### src/rtl/pipe_skid_pkg.sv
`default_nettype none
// ============================================================================
//  Module   : pipe_skid_pkg
//  Purpose  : Shared state encoding and default widths for the two-entry
//             pipeline skid register.
//  Contents : skid_state_t  - EMPTY / ONE (main valid) / FULL (main + skid)
//             c_DEFAULT_*   - default payload, control and counter widths
//  Revision : 1.0 - initial release
// ============================================================================
package pipe_skid_pkg;

    localparam int unsigned c_DEFAULT_DATA_WIDTH = 32;
    localparam int unsigned c_DEFAULT_CTRL_WIDTH = 4;
    localparam int unsigned c_STALL_CNT_WIDTH    = 16;

    typedef enum logic [1:0] {
        EMPTY = 2'b00,
        ONE   = 2'b01,
        FULL  = 2'b10
    } skid_state_t;

endpackage : pipe_skid_pkg
`default_nettype wire

### src/rtl/pipe_skid_slot.sv
`default_nettype none
// ============================================================================
//  Module   : pipe_skid_slot
//  Purpose  : One storage entry (valid, control bundle, payload) with
//             synchronous load and clear.
//  Ports    : clk, rst         - clock, synchronous active-high reset
//             i_clear          - drop the entry (valid and control to zero,
//                                payload keeps its last value)
//             i_load           - capture i_ctrl / i_data and mark valid
//             o_valid/o_ctrl/o_data - registered entry contents
//  Priority : rst > i_clear > i_load
//  Revision : 1.0 - initial release
// ============================================================================
module pipe_skid_slot
    import pipe_skid_pkg::*;
#(
    parameter int unsigned CTRL_WIDTH = c_DEFAULT_CTRL_WIDTH,
    parameter int unsigned DATA_WIDTH = c_DEFAULT_DATA_WIDTH
) (
    input  logic                  clk,
    input  logic                  rst,
    input  logic                  i_clear,
    input  logic                  i_load,
    input  logic [CTRL_WIDTH-1:0] i_ctrl,
    input  logic [DATA_WIDTH-1:0] i_data,
    output logic                  o_valid,
    output logic [CTRL_WIDTH-1:0] o_ctrl,
    output logic [DATA_WIDTH-1:0] o_data
);

    logic                  r_valid;
    logic [CTRL_WIDTH-1:0] r_ctrl;
    logic [DATA_WIDTH-1:0] r_data;

    always_ff @(posedge clk) begin
        if (rst) begin
            r_valid <= 1'b0;
            r_ctrl  <= '0;
            r_data  <= '0;
        end else if (i_clear) begin
            // Control is squashed so a bubble never carries live control bits;
            // the payload is left alone to avoid needless toggling.
            r_valid <= 1'b0;
            r_ctrl  <= '0;
        end else if (i_load) begin
            r_valid <= 1'b1;
            r_ctrl  <= i_ctrl;
            r_data  <= i_data;
        end
    end

    assign o_valid = r_valid;
    assign o_ctrl  = r_ctrl;
    assign o_data  = r_data;

endmodule : pipe_skid_slot
`default_nettype wire

### src/rtl/pipe_skid_register.sv
`default_nettype none
// ============================================================================
//  Module   : pipe_skid_register
//  Purpose  : Two-entry pipeline skid register. The main slot drives the
//             outputs; the skid slot absorbs one entry while downstream
//             stalls, so IN_READY is a pure register output.
//  Ports    : CLK, RESET (sync, active-high), FLUSH (sync squash)
//             BUSYWAIT                      - downstream stall
//             IN_VALID / IN_READY / IN_CTRL / IN_DATA     - upstream side
//             OUT_VALID / OUT_CTRL / OUT_DATA             - downstream side
//             STALL_COUNT                   - saturating stall-cycle counter
//  Macro    : PIPE_SKID_STATS_EN - adds STALL_COUNT port and counter
//  Priority : RESET > FLUSH > accept/consume
//  Revision : 1.0 - initial release
// ============================================================================
module pipe_skid_register
    import pipe_skid_pkg::*;
#(
    parameter int unsigned DATA_WIDTH = c_DEFAULT_DATA_WIDTH,
    parameter int unsigned CTRL_WIDTH = c_DEFAULT_CTRL_WIDTH
) (
    input  logic                         CLK,
    input  logic                         RESET,
    input  logic                         FLUSH,
    input  logic                         BUSYWAIT,
    input  logic                         IN_VALID,
    output logic                         IN_READY,
    input  logic [CTRL_WIDTH-1:0]        IN_CTRL,
    input  logic [DATA_WIDTH-1:0]        IN_DATA,
    output logic                         OUT_VALID,
    output logic [CTRL_WIDTH-1:0]        OUT_CTRL,
`ifdef PIPE_SKID_STATS_EN
    output logic [c_STALL_CNT_WIDTH-1:0] STALL_COUNT,
`endif
    output logic [DATA_WIDTH-1:0]        OUT_DATA
);

    skid_state_t           r_state;
    skid_state_t           w_state_next;

    logic                  w_main_valid;
    logic [CTRL_WIDTH-1:0] w_main_ctrl;
    logic [DATA_WIDTH-1:0] w_main_data;
    logic                  w_skid_valid;
    logic [CTRL_WIDTH-1:0] w_skid_ctrl;
    logic [DATA_WIDTH-1:0] w_skid_data;

    logic                  w_accept;
    logic                  w_consume;
    logic                  w_main_load;
    logic                  w_main_clear;
    logic                  w_main_from_skid;
    logic                  w_skid_load;
    logic                  w_skid_clear;
    logic [CTRL_WIDTH-1:0] w_main_ctrl_in;
    logic [DATA_WIDTH-1:0] w_main_data_in;

    // Ready comes straight from the skid valid flop: no path from BUSYWAIT.
    assign IN_READY  = ~w_skid_valid;
    assign w_accept  = IN_VALID & IN_READY;
    assign w_consume = w_main_valid & ~BUSYWAIT;

    always_comb begin
        w_state_next     = r_state;
        w_main_load      = 1'b0;
        w_main_clear     = 1'b0;
        w_main_from_skid = 1'b0;
        w_skid_load      = 1'b0;
        w_skid_clear     = 1'b0;
        if (FLUSH) begin
            w_state_next = EMPTY;
            w_main_clear = 1'b1;
            w_skid_clear = 1'b1;
        end else begin
            case (r_state)
                EMPTY: begin
                    if (w_accept) begin
                        w_main_load  = 1'b1;
                        w_state_next = ONE;
                    end
                end
                ONE: begin
                    if (w_accept && w_consume) begin
                        w_main_load  = 1'b1;
                    end else if (w_accept) begin
                        w_skid_load  = 1'b1;
                        w_state_next = FULL;
                    end else if (w_consume) begin
                        w_main_clear = 1'b1;
                        w_state_next = EMPTY;
                    end
                end
                FULL: begin
                    // The skid entry is older than anything upstream, so it
                    // is the only legal source for the main slot here.
                    if (w_consume) begin
                        w_main_load      = 1'b1;
                        w_main_from_skid = 1'b1;
                        w_skid_clear     = 1'b1;
                        w_state_next     = ONE;
                    end
                end
                default: begin
                    w_main_clear = 1'b1;
                    w_skid_clear = 1'b1;
                    w_state_next = EMPTY;
                end
            endcase
        end
    end

    assign w_main_ctrl_in = w_main_from_skid ? w_skid_ctrl : IN_CTRL;
    assign w_main_data_in = w_main_from_skid ? w_skid_data : IN_DATA;

    always_ff @(posedge CLK) begin
        if (RESET) begin
            r_state <= EMPTY;
        end else begin
            r_state <= w_state_next;
        end
    end

    pipe_skid_slot #(
        .CTRL_WIDTH (CTRL_WIDTH),
        .DATA_WIDTH (DATA_WIDTH)
    ) u_main_slot (
        .clk     (CLK),
        .rst     (RESET),
        .i_clear (w_main_clear),
        .i_load  (w_main_load),
        .i_ctrl  (w_main_ctrl_in),
        .i_data  (w_main_data_in),
        .o_valid (w_main_valid),
        .o_ctrl  (w_main_ctrl),
        .o_data  (w_main_data)
    );

    pipe_skid_slot #(
        .CTRL_WIDTH (CTRL_WIDTH),
        .DATA_WIDTH (DATA_WIDTH)
    ) u_skid_slot (
        .clk     (CLK),
        .rst     (RESET),
        .i_clear (w_skid_clear),
        .i_load  (w_skid_load),
        .i_ctrl  (IN_CTRL),
        .i_data  (IN_DATA),
        .o_valid (w_skid_valid),
        .o_ctrl  (w_skid_ctrl),
        .o_data  (w_skid_data)
    );

    assign OUT_VALID = w_main_valid;
    assign OUT_CTRL  = w_main_ctrl;
    assign OUT_DATA  = w_main_data;

`ifdef PIPE_SKID_STATS_EN
    logic [c_STALL_CNT_WIDTH-1:0] r_stall_count;

    // Counts every cycle a valid head is held off; FLUSH deliberately does
    // not clear it so statistics survive pipeline squashes.
    always_ff @(posedge CLK) begin
        if (RESET) begin
            r_stall_count <= '0;
        end else if (w_main_valid && BUSYWAIT && (r_stall_count != '1)) begin
            r_stall_count <= r_stall_count + 1'b1;
        end
    end

    assign STALL_COUNT = r_stall_count;
`endif

endmodule : pipe_skid_register
`default_nettype wire

### config.mk
export PLATFORM = sky130hd
export DESIGN_NAME = pipe_skid_register
export DESIGN_NICKNAME = d
export VERILOG_FILES = /design/src/rtl/pipe_skid_pkg.sv /design/src/rtl/pipe_skid_slot.sv /design/src/rtl/pipe_skid_register.sv
export SDC_FILE = /design/constraint.sdc
export NUM_CORES = 1
export LEC_CHECK = 0
export CELL_PAD_IN_SITES_DETAIL_PLACEMENT = 2
export CELL_PAD_IN_SITES_GLOBAL_PLACEMENT = 2
export CORE_UTILIZATION = 37
export DETAILED_ROUTE_END_ITERATION = 8
export HOLD_SLACK_MARGIN = 0.03
export PLACE_DENSITY = 0.94
export SLEW_MARGIN = 30
export SYNTH_ARGS = -nofsm -noshare
export SYNTH_HDL_FRONTEND = slang
export SYNTH_HIERARCHICAL = 1
export SYNTH_SLANG_ARGS = --single-unit
export TNS_END_PERCENT = 10
### constraint.sdc
create_clock -name CLK -period 3.2 [get_ports CLK]
set_input_delay 0.8 -clock CLK [delete_from_list [all_inputs] [get_ports CLK]]
set_output_delay 0.8 -clock CLK [all_outputs]
set_load 0.005 [all_outputs]
==> results of run 1 <==
sequential cells by signal (all words and copies together), names as in the netlist:
signal	flops
u_skid_slot/o_valid	1
r_state	2
u_skid_slot/o_ctrl	4
u_skid_slot/o_data	32
u_main_slot/o_ctrl	4
u_main_slot/o_data	32
u_main_slot/o_valid	1
through the flow:
stage / utilization, % / total power, W
final: 47.0 / 0.00242
after global routing: 47.0 / 0.00250
after CTS: 47.0 / 0.00245
after detailed placement: 44.2 / 0.00129
after global placement: 44.2 / 0.00127
after floorplan: - / 0.00117
final timing paths:
path                            endpoint  cells after the start              startpoint  slack (ns)
setup / recovery   u_main_slot/o_data[4]                      7                BUSYWAIT        0.58
hold / removal    u_main_slot/o_data[20]                      2  u_main_slot/o_data[20]        0.46
setup reg to reg   u_main_slot/o_data[4]                      6              r_state[1]        1.07
hold reg to reg   u_main_slot/o_data[20]                      2  u_main_slot/o_data[20]        0.46
tightest hold or removal path, cell delays in order, from the launching register on:
cell	delay (ns)
dfxtp_1	0.32
nand2b_2	0.06
o21ai_1	0.05
power groups by stage:
| stage | sequential (W) | combinational [W] | clock, W |
|---|---|---|---|
| after CTS | 0.000984 | 0.000293 | 0.00118 |
| after global placement | 0.00100 | 0.000272 | 0 |
| after global routing | 0.000986 | 0.000306 | 0.00120 |
| after detailed placement | 0.00100 | 0.000285 | 0 |
| after floorplan | 0.00100 | 0.000173 | 0 |
| final | 0.000984 | 0.000293 | 0.00115 |
cell type report:
| cell class | instances | area [um2] |
|---|---|---|
| Sequential cell | 76 | 1520 |
| Tap cell | 143 | 179 |
| Timing Repair Buffer | 89 | 898 |
| Clock inverter | 4 | 72.6 |
| Inverter | 1 | 3.75 |
| Fill cell | 1134 | 6100 |
| Clock buffer | 11 | 253 |
| Multi-Input combinational cell | 272 | 2480 |
metal layers:
| metal | up-vias | track usage, % | wire length (um) |
|---|---|---|---|
| met3 | 31 | 3.94 | 401 |
| met5 | - | 0 | 0 |
| li1 | 1529 | - | - |
| met2 | 81 | 45.1 | 7870 |
| met1 | 1715 | 26.9 | 5950 |
| met4 | 0 | 11.3 | 472 |
layout by cell type, fill, tap and decap left out, types with 10 or more instances in the layout:
master and n:
clkdlybuf4s50_1 77, dfxtp_1 76, mux2_4 30, nand2b_1 45
nand2b_2 12, nand2b_4 10, nand4bb_1 64, nor3_2 10
o21ai_1 54, o21ai_2 10
logic make-up (layout without fill, tap and decap cells):
logic type,Yosys count,in the layout,synth area share (%)
buf+inv,41,105,9.16
compound gates,69,69,8.87
flops,76,76,34.6
mux,45,45,13.8
simple gates,158,158,33.6
==> summary.txt, run 1 <==
Run status
  • Status: finished with violations
  • Failing checks: design-rule violations

Placement
  • Place WS: 0.289 ns
  • DP Area: 5090 um2
  • I/O Buffers: 78
  • GP Congestion: 0.814
  • DPL Wire Length: about 8.6 mm
  • Post-Place Cells: 581

Route
  • DRC: 6
  • Drt first pass iters: 6
  • Routed WL: 14.7 mm
  • Drt first-iter violations: roughly 140
  • Routed Antenna Nets: 0
  • Vias/cell: 5.63
  • Wire per inst: 24.6 um
  • Vias post-DR: 3356

CTS
  • CTS buffer count: 9
  • Worst-path clk slew: 0.06 ns
  • CTS Buffer Depth: 2
  • Clock network latency to the later pin of the worst-skew pair: 0.34 ns
  • Cts hold-fix bufs: 0
  • Post-cts gate resize count: 0
  • Clock sink total: 76
  • Post CTS Setup Buffer Count: 0
  • H-tree level count: 3
  • CTS tree: done
  • Root Driver: clkbuf_16

Timing
  • Clock period minus worst slack: ~2.6 ns
  • Worst Max-Slew Pin Slew: 0.946 ns
  • Tcrit/Tclk final: 81.8%
  • Final slew viol count: 0
  • Unrepaired setup endpoints after global routing: false
  • Aggregate negative setup slack: 0 ns
  • Max frequency: 382 MHz
  • Hold Slack: 0.463 ns
  • Fin Clk Skew: about 0.0066 ns
  • Worst slew margin: a little under two fifths
  • Fin. Hold Viols: 0
  • PnR worst setup slack: 0.581 ns
  • # setup viols final: 0

Yosys
  • Yosys reg bits: 76
  • Commonest cells post-synth: dfxtp_1 (76), nand4bb_1 (64), o21ai_1 (54), nand2b_1 (45), mux2_4 (30)
  • Main synth FF type: dfxtp_1
  • Synth warn: 6
  • Post-Syn Nets: 430
  • Synth cell types: 34
  • Area share of the largest cell type after synthesis: 34.6%
  • Top-count cell post-synth: dfxtp_1
  • Dominant cell type by area after synthesis: dfxtp_1
  • Number of flops mapped to enable cells by yosys: 0
  • Area contributors post-synth: dfxtp_1 (35%), nand4bb_1 (16%), mux2_4 (10%), nand2b_1 (6.4%), o21ai_1 (6.1%)
  • FFs w/ async S/R, synth: 0%
  • Cells after Synth: 389
  • Sequential share of the synthesized area: roughly 35%
  • Synthesized area: 4400 um2
  • Syn_area_per_cell: 11.3 um2

Power and ir drop
  • Cell-internal power: between 0.0015 and 0.002 W
  • Flop pwr share: 40.6%
  • Net Sw Frac: 23.5%
  • Pwr/cell area: 448 nW/um2
  • Worst VDD drop: 242 uV
  • Clock share of power: 47.3%
  • Combinational share of power: 12.1%
  • Sw power: ~0.00057 W
  • Leakage: 1.88 nW

Worst setup path
  • Critical-path cell list: clkdlybuf4s50_1 > and4bb_4 > nor2b_4 > buf_12 > mux2_4 > nand4bb_1 > o21ai_1
  • CP Buf/Inv Count: 2
  • Critical Path End Type: flip-flop
  • Startpoint types: input pin
  • Arrival @ worst endpoint: 2.81 ns
  • Kind of critical path: input pin to flip-flop
  • Crit-path max FO: 13
  • WP data required: roughly 3.4 ns
  • Critical Path Slowest Stage Cell: nor2b_4
  • Peak per-stage delay on the critical path: 0.45 ns
  • Largest delay contributor family on the critical path: simple AND/OR/NAND/NOR gates

Global route
  • Vias in the first global route: 3819
  • Global-route wire length before repair: 22.5 mm
  • Initial antenna violation count: 0
  • Total track usage: 24.3%
  • Largest net degree at the start of global routing: 109
  • Gr ovfl total: 0

Finish
  • Final instance area: between 5000 and 6000 um2
  • Fin cells: 596
  • Area Growth Syn to Fin: 23.0%
  • N_diodes: 0
  • Nets: 490
  • Layout cells sized above 1: 24.5%

Floorplan
  • I/O Pins: between 70 and 80
  • Die Ht: 111 um
  • Initial Util: 38.2%
  • Row count: 39
  • Die width: 111 um
  • Core Area: 11500 um2
  • Die ar.: roughly 12000 um2

Run
  • MaxCap Viol Count: 0

Worst hold path
  • Hold WC Path Type: flip-flop to flip-flop
Note: power is estimated with default switching activity, not from simulation.
==> inputs of run 2 (changes only) <==
--- a/config.mk
+++ b/config.mk
@@ -7,10 +7,10 @@
 export LEC_CHECK = 0
 export CELL_PAD_IN_SITES_DETAIL_PLACEMENT = 2
 export CELL_PAD_IN_SITES_GLOBAL_PLACEMENT = 2
-export CORE_UTILIZATION = 37
+export CORE_UTILIZATION = 35
 export DETAILED_ROUTE_END_ITERATION = 8
 export HOLD_SLACK_MARGIN = 0.03
-export PLACE_DENSITY = 0.94
+export PLACE_DENSITY = 0.9
 export SLEW_MARGIN = 30
 export SYNTH_ARGS = -nofsm -noshare
 export SYNTH_HDL_FRONTEND = slang
==> constraint.sdc (replaced) <==
create_clock -name CLK -period 2.5 [get_ports CLK]
set_input_delay 0.625 -clock CLK [delete_from_list [all_inputs] [get_ports CLK]]
set_output_delay 0.625 -clock CLK [all_outputs]
set_load 0.005 [all_outputs]
==> run 2 against run 1 <==
Against the previous run: the run now ends clean; flip-flop and latch count unchanged; clock skew fell by 0.0022 ns; non-clock buffer count rose by 3; via count fell by 1.5%; sequential power increased by 28%; register-to-register slack lost 0.50 ns; critical path depth stayed put; design area shrank 0.23%; worst hold slack got worse by 0.0018 ns; clock power hardly changed; power rose by 16%; combinational power is 29% higher; highest routed layer unchanged.
==> summary.txt, run 2 (same netlist as run 1, synthesis figures left out) <==
Route
  • Vias post-DR: 3305 (was 3356)
  • DRC: 0 (was 6)
  • Routed wl met2: 7.11 mm (was 7.87 mm)
  • Wire per inst: 22.0 um (was 24.6 um)
  • Met3 Wirelength: 324 um (was 401 um)
  • Vias/cell: 5.32 (was 5.63)
  • Routed Antenna Nets: 0 (unchanged)
  • Routed WL: 13.6 mm (was 14.7 mm)
  • Drt first pass iters: 4 (was 6)
  • Drt first-iter violations: 138 (was 144)
  • Top Metal Used: met4 (unchanged)
  • Met1 Routed Length: 5.76 mm (was 5.95 mm)

Finish
  • Layout cells sized above 1: 24.1% (was 24.5%)
  • Final instance area: 5400 um2 (was 5410 um2)
  • Fin cells: 621 (was 596)
  • Final Core Density: 44.6% (was 47.0%)
  • Commonest non-fill, non-tap cell in the layout: clkdlybuf4s50_1 (unchanged)
  • N_diodes: 0 (unchanged)
  • FF+latch area: 1520 um2 (unchanged)
  • Nets: 493 (was 490)
  • Area Growth Syn to Fin: 22.7% (was 23.0%)
  • Filler cells: 1261 (was 1134)
  • Most frequent cells in the layout: clkdlybuf4s50_1 (77), dfxtp_1 (76), nand4bb_1 (64) (unchanged)
  • Multi-input gate area: 2480 um2 (unchanged)

Floorplan
  • I/O Pins: 79 (unchanged)
  • Row count: 40 (was 39)
  • Die Ht: 114 um (was 111 um)
  • Core Area: 12100 um2 (was 11500 um2)
  • Initial Util: 36.3% (was 38.2%)
  • Die width: 114 um (was 111 um)
  • Die ar.: 13000 um2 (was 12300 um2)

CTS
  • Worst-path clk slew: 0.05 ns (was 0.06 ns)
  • H-tree level count: 3 (unchanged)
  • Clock sink total: 76 (unchanged)
  • Clock network latency to the later pin of the worst-skew pair: 0.33 ns (was 0.34 ns)
  • Post CTS Setup Buffer Count: 0 (unchanged)
  • Root Driver: clkbuf_16 (unchanged)
  • Post-cts gate resize count: 0 (unchanged)
  • Cts hold-fix bufs: 0 (unchanged)
  • CTS Buffer Depth: 2 (unchanged)
  • CTS tree: done (unchanged)
  • CTS buffer count: 9 (unchanged)

Timing
  • Worst Max-Slew Pin Slew: 0.646 ns (was 0.946 ns)
  • Fin Clk Skew: 0.00440 ns (was 0.00662 ns)
  • # setup viols final: 0 (unchanged)
  • Final slew viol count: 0 (unchanged)
  • Clock period minus worst slack: 2.28 ns
  • Tcrit/Tclk final: 91.3%
  • Worst slew margin: 56.9% (was 36.9%)
  • Max frequency: 438 MHz
  • Fin. Hold Viols: 0 (unchanged)
  • Unrepaired setup endpoints after global routing: false (unchanged)

Worst hold path
  • Hold Path Cell Cnt: 2 (unchanged)
  • Hold WC Path Type: flip-flop to flip-flop (unchanged)

Worst setup path
  • Crit-path max FO: 12 (was 13)
  • Arrival @ worst endpoint: 2.48 ns (was 2.81 ns)
  • Worst r2r path cells: 6 (unchanged)
  • Startpoint types: input pin (unchanged)
  • WP data required: 2.70 ns (was 3.40 ns)
  • Critical Path End Type: flip-flop (unchanged)
  • Kind of critical path: input pin to flip-flop (unchanged)

Placement
  • DP Area: 5150 um2 (was 5090 um2)
  • DPL Wire Length: 8.68 mm (was 8.65 mm)
  • I/O Buffers: 78 (unchanged)
  • GP Congestion: 0.721 (was 0.814)
  • Post-Place Cells: 609 (was 581)

Global route
  • Global-route wire length before repair: 21.1 mm (was 22.5 mm)
  • Initial antenna violation count: 0 (unchanged)
  • Vias in the first global route: 3720 (was 3819)
  • Gr ovfl total: 0 (unchanged)
  • Largest net degree at the start of global routing: 84 (was 109)
  • Total track usage: 21.7% (was 24.3%)

Run status
  • Status: completed (was finished with violations)

Power and ir drop
  • Leakage: 1.87 nW (was 1.88 nW)
  • Worst VDD drop: 311 uV (was 242 uV)
  • Pwr/cell area: 519 nW/um2 (was 448 nW/um2)

Run
  • MaxCap Viol Count: 0 (unchanged)
## run 2: changes by cell type in the layout (fill, tap and decap cells not counted)
| cell | change |
|---|---|
| buf_4 | +2 |
| clkinv_2 | -1 |
| clkinvlp_4 | -1 |
| clkbuf_8 | -1 |
| bufinv_16 | -2 |
| clkbuf_1 | +2 |
| buf_12 | +1 |
## run 2: report_power, final
group	switching (W)	internal (W)	total, W	leakage, nW
clock	0.000486	0.000678	0.00116	0.120
sequential	0.0000213	0.00124	0.00126	0.615
combinational	0.000161	0.000218	0.000379	1.13
## run 2: layout make-up
cell class | instances | share of cell area (%)
clock buffers | 12 | 4.57
inverters | 1 | 0.0695
multi-input cells | 272 | 46.0
flip-flops and latches | 76 | 28.2
well taps | 168 | 3.89
repair buffers | 92 | 17.3
## run 2: final timing paths
| path | from | endpoint | slack [ns] |
|---|---|---|---|
| min | u_main_slot/o_data[25] | u_main_slot/o_data[25] | 0.46 |
| max reg2reg | r_state[1] | u_main_slot/o_data[8] | 0.57 |
| max | BUSYWAIT | u_main_slot/o_data[8] | 0.22 |
| min reg2reg | u_main_slot/o_data[25] | u_main_slot/o_data[25] | 0.46 |
## run 2: per-stage QoR
step,power (W),TNS (ns),setup slack [ns],hold WS [ns]
floorplan,0.00150,0,0.572,0.438
global placement,0.00164,-0.0878,-0.0317,0.448
detailed placement,0.00166,-0.745,-0.123,0.459
CTS,0.00283,0,0.219,0.469
global route,0.00291,0,0.115,0.490
finish,0.00280,0,0.219,0.461
## run 2: critical path: stages
cell and delay (ns):
clkdlybuf4s50_1 0.44, and4bb_4 0.36, nor2b_4 0.18, buf_4 0.27, mux2_4 0.34, nand4bb_1 0.13
o21ai_1 0.12
## run 2: metal layers
| layer | up-vias | track usage, % |
|---|---|---|
| li1 | 1533 | - |
| met1 | 1674 | 24.5 |
| met2 | 69 | 39.4 |
| met3 | 29 | 3.49 |
| met4 | 0 | 11.3 |
| met5 | - | 0 |
